==> config.mk <==
export PLATFORM = sky130hd
export DESIGN_NAME = pass_lock_ctrl
export DESIGN_NICKNAME = d
export VERILOG_FILES = /design/src/rtl/pass_lock_pkg.sv /design/src/rtl/edge_detect_rise.sv /design/src/rtl/pass_lock_ctrl.sv
export SDC_FILE = /design/constraint.sdc
export NUM_CORES = 1
export LEC_CHECK = 0
export ABC_AREA = 0
export BUFFER_PORTS_ARGS = -buffer_cell sky130_fd_sc_hd__clkbuf_2
export CAP_MARGIN = 20
export CORE_MARGIN = 5
export CORE_UTILIZATION = 28
export DETAILED_ROUTE_END_ITERATION = 10
export GPL_ROUTABILITY_DRIVEN = 0
export SLEW_MARGIN = 20
export SYNTH_ARGS = -nofsm -noshare
export SYNTH_HDL_FRONTEND = slang
export SYNTH_SLANG_ARGS = --single-unit
==> constraint.sdc <==
create_clock -name clk -period 4.53 [get_ports clk]
set_input_delay 0 -clock clk [delete_from_list [all_inputs] [get_ports clk]]
set_output_delay 0 -clock clk [all_outputs]
set_load 0.01 [all_outputs]
==> src/rtl/pass_lock_pkg.sv <==
// Shared FSM state encodings for the password lock controller.
package pass_lock_pkg;

  localparam int unsigned StateW = 3;

  typedef enum logic [StateW-1:0] {
    StIdle    = 3'd0,
    StEnter   = 3'd1,
    StCheck   = 3'd2,
    StOpen    = 3'd3,
    StFail    = 3'd4,
    StLockout = 3'd5,
    StSetpw   = 3'd6
  } state_e;

endpackage

==> src/rtl/edge_detect_rise.sv <==
// Rising-edge detector: one-cycle pulse when d_i goes 0->1 relative to its previous sample.
module edge_detect_rise (
  input  logic clk,
  input  logic rst,
  input  logic d_i,
  output logic rise_o
);

  logic d_q;

  // Previous-cycle history of the input.
  always_ff @(posedge clk) begin
    if (rst) begin
      d_q <= 1'b0;
    end else begin
      d_q <= d_i;
    end
  end

  assign rise_o = d_i & ~d_q;

endmodule

==> src/rtl/pass_lock_ctrl.sv <==
// Digit-entry password lock with retry limit, timed lockout and code change while open.
module pass_lock_ctrl
  import pass_lock_pkg::*;
#(
  parameter int unsigned               DIGIT_W     = 4,
  parameter int unsigned               N_DIGITS    = 2,
  parameter logic [DIGIT_W*N_DIGITS-1:0] DEFAULT_PW = 8'hA4,
  parameter int unsigned               MAX_TRIES   = 3,
  parameter int unsigned               LOCK_CYCLES = 16
) (
  input  logic                             clk,
  input  logic                             rst,
  input  logic                             confirm,
  input  logic [DIGIT_W-1:0]               pass_data,
  input  logic                             lock_req,
  input  logic                             set_req,
  output logic [StateW-1:0]                state,
  output logic                             unlocked,
  output logic                             alarm,
  output logic [$clog2(MAX_TRIES+1)-1:0]   tries_left,
  output logic [DIGIT_W-1:0]               dout_last,
  output logic [$clog2(N_DIGITS+1)-1:0]    digit_cnt
);

  localparam int unsigned PwW    = DIGIT_W * N_DIGITS;
  localparam int unsigned TriesW = $clog2(MAX_TRIES + 1);
  localparam int unsigned CntW   = $clog2(N_DIGITS + 1);
  localparam int unsigned TimerW = $clog2(LOCK_CYCLES + 1);

  state_e              state_q, state_d;
  logic [PwW-1:0]      pw_q, pw_d;
  logic [PwW-1:0]      buf_q, buf_d, buf_wr;
  logic [CntW-1:0]     cnt_q, cnt_d;
  logic [TriesW-1:0]   tries_q, tries_d;
  logic [DIGIT_W-1:0]  dout_q, dout_d;
  logic [TimerW-1:0]   timer_q, timer_d;
  logic                unlocked_q, unlocked_d;
  logic                alarm_q, alarm_d;
  logic                rise;
  logic                last_digit;

  edge_detect_rise u_confirm_edge (
    .clk    (clk),
    .rst    (rst),
    .d_i    (confirm),
    .rise_o (rise)
  );

  // Entry buffer with the incoming digit written into slot cnt_q (slot 0 in the MSBs).
  always_comb begin
    buf_wr = buf_q;
    for (int unsigned i = 0; i < N_DIGITS; i++) begin
      if (cnt_q == CntW'(i)) begin
        buf_wr[(N_DIGITS-1-i)*DIGIT_W +: DIGIT_W] = pass_data;
      end
    end
  end

  assign last_digit = (cnt_q == CntW'(N_DIGITS - 1));

  // Next-state and datapath updates.
  always_comb begin
    state_d = state_q;
    pw_d    = pw_q;
    buf_d   = buf_q;
    cnt_d   = cnt_q;
    tries_d = tries_q;
    dout_d  = dout_q;
    timer_d = timer_q;
    unique case (state_q)
      StIdle, StEnter: begin
        if (rise) begin
          buf_d   = buf_wr;
          dout_d  = pass_data;
          cnt_d   = cnt_q + 1'b1;
          state_d = last_digit ? StCheck : StEnter;
        end
      end
      StCheck: begin
        if (buf_q == pw_q) begin
          state_d = StOpen;
          tries_d = TriesW'(MAX_TRIES);
          cnt_d   = '0;
          buf_d   = '0;
        end else begin
          tries_d = tries_q - 1'b1;
          if (tries_q <= TriesW'(1)) begin
            state_d = StLockout;
            timer_d = TimerW'(LOCK_CYCLES);
          end else begin
            state_d = StFail;
          end
        end
      end
      StFail: begin
        state_d = StIdle;
        cnt_d   = '0;
        buf_d   = '0;
      end
      StOpen: begin
        // lock_req takes priority over set_req.
        if (lock_req) begin
          state_d = StIdle;
          cnt_d   = '0;
          buf_d   = '0;
        end else if (set_req) begin
          state_d = StSetpw;
          cnt_d   = '0;
          buf_d   = '0;
        end
      end
      StSetpw: begin
        if (lock_req) begin
          state_d = StIdle;
          cnt_d   = '0;
          buf_d   = '0;
        end else if (rise) begin
          dout_d = pass_data;
          if (last_digit) begin
            pw_d    = buf_wr;
            state_d = StOpen;
            cnt_d   = '0;
            buf_d   = '0;
          end else begin
            buf_d = buf_wr;
            cnt_d = cnt_q + 1'b1;
          end
        end
      end
      StLockout: begin
        if (timer_q <= TimerW'(1)) begin
          state_d = StIdle;
          tries_d = TriesW'(MAX_TRIES);
          timer_d = '0;
          cnt_d   = '0;
          buf_d   = '0;
        end else begin
          timer_d = timer_q - 1'b1;
        end
      end
      default: begin
        state_d = StIdle;
        cnt_d   = '0;
        buf_d   = '0;
      end
    endcase
    unlocked_d = (state_d == StOpen);
    alarm_d    = (state_d == StLockout);
  end

  // State and registered outputs with synchronous reset.
  always_ff @(posedge clk) begin
    if (rst) begin
      state_q    <= StIdle;
      pw_q       <= DEFAULT_PW;
      buf_q      <= '0;
      cnt_q      <= '0;
      tries_q    <= TriesW'(MAX_TRIES);
      dout_q     <= '0;
      timer_q    <= '0;
      unlocked_q <= 1'b0;
      alarm_q    <= 1'b0;
    end else begin
      state_q    <= state_d;
      pw_q       <= pw_d;
      buf_q      <= buf_d;
      cnt_q      <= cnt_d;
      tries_q    <= tries_d;
      dout_q     <= dout_d;
      timer_q    <= timer_d;
      unlocked_q <= unlocked_d;
      alarm_q    <= alarm_d;
    end
  end

  assign state      = state_q;
  assign unlocked   = unlocked_q;
  assign alarm      = alarm_q;
  assign tries_left = tries_q;
  assign dout_last  = dout_q;
  assign digit_cnt  = cnt_q;

endmodule

==> impl_metrics.yaml, run 1 <==
drt:
  routed_wl_um: 3990
  antenna_left: 0
  route.vias.total: 1412
  drtPass1Iterations: 4
  drt_iter0_drc: 76
  via_per_inst: 4.80
  drc: 0
  wl_per_cell_um: 13.6
synth:
  synthFlopType: "dfxtp_1"
  synth_fa_ha_area_share_pct: 4.03
  synth_top_family_by_area: "simple AND/OR/NAND/NOR gates"
  synthSimpleGateAreaFrac_pct: 26.1
  synth_top_cell_area_share_pct: 37.6
  synthMuxAreaShare_pct: 7.11
  seq_area_frac_synth_pct: 37.6
  synth-xor-area-share_pct: 4.23
  synthArstFlopShare_pct: 0
  synth-edff-count: 0
  synth-compound-area-share_pct: 17.5
  synth.avg_cell_area_um2: 9.71
  yosys.area.top_type: "dfxtp_1"
  synth_area_mm2: 0.00186
  yosysWarnings: 0
  syn-num-nets: 207
  synth.distinct_cells: 51
  yosys-top-cells-area: "dfxtp_1 38%, mux2i_1 5.9%, xnor2_1 4.2%"
  synth_cells: 192
  synth_seq_cells: 35
place:
  port_buffers: 21
  postPlaceCellArea_mm2: 0.00202
  hpwlAfterDp_um: 2890
clocking:
  clkSinkCount: 35
  cts_tree: "yes"
  clkLatencyLatePin_ns: 0.29
  clk_pin_slew_ns: 0.09
  clock_path_buffers: 2
  h-tree-depth: 2
  cts_inserted_buffers: 5
  cts-root-buf: "clkbuf_8"
floorplanning:
  coreArea_mm2: 0.00642
  die_w_um: 91.6
  ioPinCount: 22
  die_y_um: 91.6
  die_area_mm2: 0.00839
  initial_core_util_pct: 29.0
  num_rows: 29
sta:
  report.final.slew_viol_count: 0
  clock_skew_ns: 0.0109
  post-route-period-util_pct: 41.1
  finalSetupViolations: 0
  worst_slew_pin_slew_ns: 0.777
  hold_violations: 0
  grt_setup_unrepaired: "no"
  max_freq_ghz: 0.537
  tns_ns: 0
  period_needed_ns: 1.86
  slew_headroom_pct: 47.7
global_route:
  gr-total-overflow: 0
  grtUsageTotal_pct: 10.4
  grt_max_degree: 34
  grt_pass1_wl_um: 7090
  grt_pass1_vias: 1443
  antenna_found_initial: 0
power:
  power-per-cell-area_mw_per_mm2: 321
  fin_total_pwr_uw: 689
  p_leak_uw: 0.000884
  irDropWorstVdd_uv: 103
setup_path:
  cp_max_fo: 9
  arrival_ns: 2.03
  crit_required_ns: 4.70
  r2r_cells: 7
  crit_type: "reg -> reg"
  endpoint_kind: "flop"
  worstSetupStartpointType: "flop"
cells_and_area:
  final_cell_mix: "35 x dfxtp_1, 21 x clkbuf_2, 18 x nor2_1"
  post-route-util_pct: 33.4
  num-fill-cells: 681
  postLayoutCellArea_mm2: 0.00215
  area_growth_pct: 15.2
  final_nets: 231
  antennaDiodeCount: 0
  drive_above_1_share_pct: 21.7
  mostFrequentLayoutCell: "dfxtp_1"
  multi_input_area_mm2: 0.00110
  seqCellArea_um2: 701
hold_path:
  hp-class: "in -> reg"
  min_path_cells: 3
run:
  maxCapViolCount: 0
outcome:
  run_status: "finished, final reports clean"
## area by class of cell
cell class,instances,share of cell area (%)
well taps,77,4.49
clock buffers,5,3.21
multi-input cells,144,51.2
clock inverters,3,1.11
flip-flops and latches,35,32.6
repair buffers,24,6.29
inverters,6,1.05
## flip-flops by register name (all words and copies together), names as in the netlist
signal,cells
buf_q,8
pw_q,8
timer_q,5
dout_last,4
state,3
digit_cnt,2
tries_left,2
alarm,1
u_confirm_edge.d_q,1
unlocked,1
## synthesized netlist by cell type (5+ instances only)
library cell / n
dfxtp_1: 35
nor2_1: 18
nand2_1: 15
mux2i_1: 11
xnor2_1: 9
nand2b_1: 8
ha_1: 6
inv_1: 6
o21ai_1: 6
a21oi_1: 5
nor4_1: 5
## logic make-up after synthesis
logic type,after synthesis
and+or+nand+nor,77
AOI/OAI and AO/OA,39
DFF,35
buffers and inverters,13
muxes,13
xor gates and xnor gates,9
adders and majority gates,6
## metal layers
layer	vias up	routed length (um)	share of wire (%)	global-route usage (%)
li1	726	-	-	-
met1	669	1820	46	12.7
met2	10	1990	50	17.7
met3	7	131	3.3	2.89
met4	0	47	1.2	3.02
met5	-	0	0	0
## power by group
group          leakage [uW]  switching (uW)  internal [uW]
registers          0.000284            15.0            320
clock network     0.0000408             132            110
logic              0.000559            59.4           51.4
## critical path, stage by stage, from the launching register on
cell and delay [ns]:
dfxtp_1 0.37, inv_1 0.09, ha_1 0.21, and3b_1 0.23, nand2_4 0.14, o31ai_1 0.13, a2111oi_4 0.47, nor4b_2 0.10
## path summary, 6_finish.rpt
path	start	endpoint	slack, ns
worst min-delay path	pass_data[2]	buf_q[2]	0.02
worst max-delay path	digit_cnt[1]	unlocked	2.67
worst min register to register	pw_q[0]	pw_q[0]	0.47
worst max register to register	digit_cnt[1]	unlocked	2.67
## stage by stage
step                      hold WS (ns)  setup slack, ns  std cells
after detailed placement         0.269             2.68        283
after global routing            0.0317             2.52        294
after global placement           0.260             2.69        283
final                           0.0230             2.67        294
after CTS                       0.0181             2.66        294
after floorplan                  0.115             2.86        192
## what timing repair did
| action | in CTS | in global routing |
|---|---|---|
| endpoints found under the hold margin | 4 | 0 |
| endpoints found under the setup margin | 0 | 0 |
| hold buffers | 3 | 0 |
| buffers inserted | 0 | 0 |
| resized for setup | 0 | 0 |
Power figures use the tool's default switching activity.
==> inputs of run 2 (changes only) <==
==> constraint.sdc (replaced) <==
create_clock -name clk -period 1.9 [get_ports clk]
set_input_delay 0 -clock clk [delete_from_list [all_inputs] [get_ports clk]]
set_output_delay 0 -clock clk [all_outputs]
set_load 0.01 [all_outputs]
==> run 2 against run 1 <==
Sequential share of layout area shrank 0.60 points. Sequential power rose by 140%. Design area rose by 1.9%. Global-route usage down 0.12 points. Hold slack worse by 0.010 ns. Routed wire length shrank 1.9%. Critical path type unchanged. Utilization up 0.62 points. Worst setup slack lost 2.5 ns. Largest power group unchanged. Combinational power is 140% higher. Die area unchanged. Cell count up 1.7%. Critical endpoint is now buf_q[5]. Non-clock buffer count increased by 5.
==> impl_metrics.yaml, run 2 (synthesized netlist as in run 1, its figures left out) <==
cells_and_area:
  antennaDiodeCount: 0
  final_cell_mix: "35 x dfxtp_1, 21 x clkbuf_2, 18 x nor2_1"
  final_nets: 236
  drive_above_1_share_pct: 23.0
  reg.largest.list: "buf_q x8, pw_q x8, timer_q x5"
  num-fill-cells: 682
  post-route-util_pct: 34.1
  mostFrequentLayoutCell: "dfxtp_1"
  area_growth_pct: 17.3
floorplanning:
  num_rows: 29
  die_y_um: 91.6
  initial_core_util_pct: 29.0
  die_area_mm2: 0.00839
  die_w_um: 91.6
  coreArea_mm2: 0.00642
  ioPinCount: 22
clocking:
  clkSinkCount: 35
  h-tree-depth: 2
  clock_path_buffers: 2
  cts_inserted_buffers: 5
  cts-root-buf: "clkbuf_8"
  cts.repair.resized: 0
  clkLatencyLatePin_ns: 0.29
  cts_tree: "yes"
  clk_pin_slew_ns: 0.08
global_route:
  grtUsageTotal_pct: 10.2
  grt_max_degree: 24
  gr-total-overflow: 0
  grt_pass1_vias: 1479
  grt_pass1_wl_um: 7000
  antenna_found_initial: 0
drt:
  drt_iter0_drc: 70
  via_per_inst: 4.75
  route.vias.total: 1421
  drc: 0
  drtPass1Iterations: 4
  antenna_left: 0
  routed_wl_um: 3920
  wl_per_cell_um: 13.1
sta:
  report.final.slew_viol_count: 0
  tns_ns: 0
  slew_headroom_pct: 61.4
  max_freq_ghz: 0.573
  clock_skew_ns: 0.00611
  post-route-period-util_pct: 91.9
  worst_slew_pin_slew_ns: 0.575
  whs_ns: 0.0128
  finalSetupViolations: 0
  period_needed_ns: 1.75
  grt_setup_unrepaired: "no"
  hold_violations: 0
hold_path:
  min_path_cells: 3
  hp-class: "in -> reg"
power:
  p_leak_uw: 0.000910
  power-per-cell-area_mw_per_mm2: 748
  irDropWorstVdd_uv: 271
setup_path:
  arrival_ns: 1.98
  crit_type: "reg -> reg"
  cp_max_fo: 12
  worstSetupStartpointType: "flop"
  endpoint_kind: "flop"
  r2r_cells: 4
  crit_required_ns: 2.14
outcome:
  run_status: "finished, final reports clean"
place:
  hpwlAfterDp_um: 2980
  port_buffers: 21
run:
  maxCapViolCount: 0
[run 2: stage by stage]
step,worst slack (ns),cell area (um^2),std cells,total power (uW)
after floorplan,0.227,1860,192,1010
after global placement,0.0718,2050,287,1080
after detailed placement,0.0775,2050,287,1090
after CTS,0.0569,2180,298,1660
after global routing,0.0353,2190,299,1740
final,0.154,2190,299,1640
[run 2: area by class of cell]
cell class / instances / area [um^2] / area share (%)
clock buffer: 5 / 68.8 / 3.15
inverter: 6 / 22.5 / 1.03
clock inverter: 3 / 23.8 / 1.09
sequential: 35 / 701 / 32.0
tap: 77 / 96.3 / 4.41
timing repair buffer: 29 / 175 / 8.01
multi-input combinational: 144 / 1100 / 50.3
[run 2: path summary, 6_finish.rpt]
path | slack, ns | to | startpoint
worst max register to register | 0.15 | buf_q[5] | state[2]
worst max-delay path | 0.15 | buf_q[5] | state[2]
worst min register to register | 0.47 | pw_q[1] | pw_q[1]
worst min-delay path | 0.01 | buf_q[3] | pass_data[3]
[run 2: timing repair]
item                                    4_1_cts  5_1_grt
endpoints found under the setup margin        0        3
hold buffers                                  3        1
endpoints found under the hold margin         3        1
setup buffers                                 0        0
[run 2: report_power, final]
| part | total, uW | switching, uW | internal (uW) |
|---|---|---|---|
| combinational | 271 | 144 | 127 |
| sequential | 798 | 34.1 | 763 |
| clock | 568 | 306 | 262 |
| total | 1640 | 484 | 1150 |
[run 2: metal layers]
| layer | GRT usage [%] | wire, um | up-vias |
|---|---|---|---|
| met2 | 17.9 | 1930 | 15 |
| li1 | - | - | 743 |
| met3 | 3.06 | 130 | 4 |
| met4 | 3.39 | 49 | 0 |
| met1 | 11.9 | 1810 | 659 |
| met5 | 0 | 0 | - |
[run 2: worst max-delay path, cell delays in order, from the launching register on]
cell and delay, ns:
dfxtp_1 0.64, and4bb_4 0.37, a21oi_2 0.09, nor4b_2 0.39, a22o_1 0.20
==> inputs of run 3 (changes only) <==
--- a/config.mk
+++ b/config.mk
@@ -5,11 +5,11 @@
 export SDC_FILE = /design/constraint.sdc
 export NUM_CORES = 1
 export LEC_CHECK = 0
-export ABC_AREA = 0
+export ABC_AREA = 1
 export BUFFER_PORTS_ARGS = -buffer_cell sky130_fd_sc_hd__clkbuf_2
 export CAP_MARGIN = 20
 export CORE_MARGIN = 5
-export CORE_UTILIZATION = 28
+export CORE_UTILIZATION = 45
 export DETAILED_ROUTE_END_ITERATION = 10
 export GPL_ROUTABILITY_DRIVEN = 0
 export SLEW_MARGIN = 20
==> run 3 against run 2 <==
Synthesized cell count grew 56%. Global-route usage rose by 8.8 points. Design area up 3.5%. Critical path depth is 5 higher. Sequential share of layout area down 1.1 points. Sequential power hardly changed. Clock power increased by 4.0%. Cell count grew 28%.
==> impl_metrics.yaml, run 3 <==
synth:
  synth-xor-area-share_pct: 2.26
  synth.most_common_cell: "nand2_1"
  yosys-top-cells-area: "dfxtp_1 36%, nand2_1 17%, inv_1 9.1%"
  synthFlopType: "dfxtp_1"
  synth.distinct_cells: 27
  synthArstFlopShare_pct: 0
  synthMuxAreaShare_pct: 0
  yosysWarnings: 0
  synth-compound-area-share_pct: 12.4
  synth_fa_ha_area_share_pct: 3.88
  yosys-top-cells-count: "90 x nand2_1, 47 x inv_1, 35 x dfxtp_1, 25 x nor2_1"
  synthSimpleGateAreaFrac_pct: 33.5
  synth_cells: 299
  yosys.area.top_type: "dfxtp_1"
  synth_seq_cells: 35
  synth-edff-count: 0
  synth_top_family_by_area: "simple AND/OR/NAND/NOR gates"
  seq_area_frac_synth_pct: 36.2
  synth.avg_cell_area_um2: 6.47
  syn-num-nets: 314
  synth_area_mm2: 0.00193
  synth_top_cell_area_share_pct: 36.2
sta:
  tns_ns: 0
  period_needed_ns: 1.64
  finalSetupViolations: 0
  grt_setup_unrepaired: "no"
  clock_skew_ns: 0.00803
  report.final.slew_viol_count: 0
  worst_slew_pin_slew_ns: 0.487
  setup_ws_ns: 0.255
  max_freq_ghz: 0.608
  post-route-period-util_pct: 86.6
  hold_violations: 0
  slew_headroom_pct: 67.5
  whs_ns: 0.0291
cells_and_area:
  drive_above_1_share_pct: 14.2
  mostFrequentLayoutCell: "nand2_1"
  area_growth_pct: 17.0
  final_nets: 346
  antennaDiodeCount: 0
  reg.largest.list: "buf_q x8, pw_q x8, timer_q x5"
  final_cell_mix: "90 x nand2_1, 46 x inv_1, 35 x dfxtp_1"
  postLayoutCellArea_mm2: 0.00226
clocking:
  clk_pin_slew_ns: 0.07
  h-tree-depth: 2
  clock_path_buffers: 2
  clkLatencyLatePin_ns: 0.29
  clkSinkCount: 35
  cts_tree: "yes"
  cts-root-buf: "clkbuf_8"
  cts_inserted_buffers: 5
  post-cts-setup-buffers: 0
drt:
  via_per_inst: 4.97
  maxUsedRoutingLayer: "met4"
  drtPass1Iterations: 4
  met2RoutedLength_um: 2040
  wl_per_cell_um: 12.5
  antenna_left: 0
  route.vias.total: 1900
  wl_met3_um: 171
  drc: 0
  drt_iter0_drc: 119
  routed_wl_um: 4780
  wl_met1_um: 2520
outcome:
  run_status: "finished, final reports clean"
place:
  port_buffers: 21
  place_ws_ns: 0.187
  hpwlAfterDp_um: 3670
  postPlaceCellArea_mm2: 0.00215
global_route:
  grtUsageTotal_pct: 19.1
  grt_pass1_vias: 1786
  grt_max_degree: 16
  antenna_found_initial: 0
  grt_pass1_wl_um: 8210
  gr-total-overflow: 0
floorplanning:
  initial_core_util_pct: 47.3
  ioPinCount: 22
  die_w_um: 75.6
  die_y_um: 75.6
  die_area_mm2: 0.00571
  num_rows: 23
  coreArea_mm2: 0.00409
setup_path:
  crit_type: "reg -> reg"
  cp_max_fo: 8
  arrival_ns: 1.87
  crit_required_ns: 2.12
  endpoint_kind: "flop"
  worstSetupStartpointType: "flop"
run:
  maxCapViolCount: 0
power:
  p_leak_uw: 0.00116
  irDropWorstVdd_uv: 533
  fin_total_pwr_uw: 1730
  power-per-cell-area_mw_per_mm2: 763
hold_path:
  hp-class: "in -> reg"
## run 3: worst paths after layout
path,start,endpoint,slack (ns),cells after the start
min reg2reg,dout_last[3],dout_last[3],0.46,2
max,timer_q[1],timer_q[1],0.26,9
max reg2reg,timer_q[1],timer_q[1],0.26,9
min,pass_data[1],dout_last[1],0.03,3
## run 3: cells by family after synthesis
family,after synthesis
AND/OR/NAND/NOR,153
buffers and inverters,57
AO/OA/AOI/OAI,43
flip-flops,35
adder cells (fa/ha/maj),6
XOR/XNOR,5
## run 3: worst max-delay path, cell delays in order, from the launching register on
cell and delay [ns]:
dfxtp_1 0.37, inv_1 0.08, ha_1 0.17, o21bai_1 0.15, nand3_1 0.09, inv_1 0.07, nor2_1 0.14, inv_2 0.11
or2_2 0.28, a21oi_1 0.13
## run 3: cell type report
class,count,area [um^2]
fillers,424,1820
multi-input cells,207,1010
flip-flops and latches,35,701
repair buffers,34,205
inverters,48,181
clock buffers,8,100
well taps,50,62.6
## run 3: layer usage
layer	track usage, %	vias to the layer above
met5	0	-
met4	6.21	0
met3	4.09	6
met2	28.8	39
met1	27.0	847
li1	-	1008
## run 3: timing repair
| action | 4_1_cts | 5_1_grt |
|---|---|---|
| setup endpoints to repair | 0 | 10 |
| resized for setup | 0 | 2 |
| hold endpoints to repair | 1 | 0 |
| hold buffers | 1 | 0 |
## run 3: stage by stage
step	std cells	utilization (%)
after floorplan	299	-
after global placement	373	52.5
after detailed placement	373	52.5
after CTS	382	55.2
after global routing	382	55.4
final	382	55.4
## run 3: where the power goes
part	total, uW	internal (uW)	switching [uW]
logic	341	128	213
clock network	591	331	260
registers	795	771	24.6
total	1730	1230	497
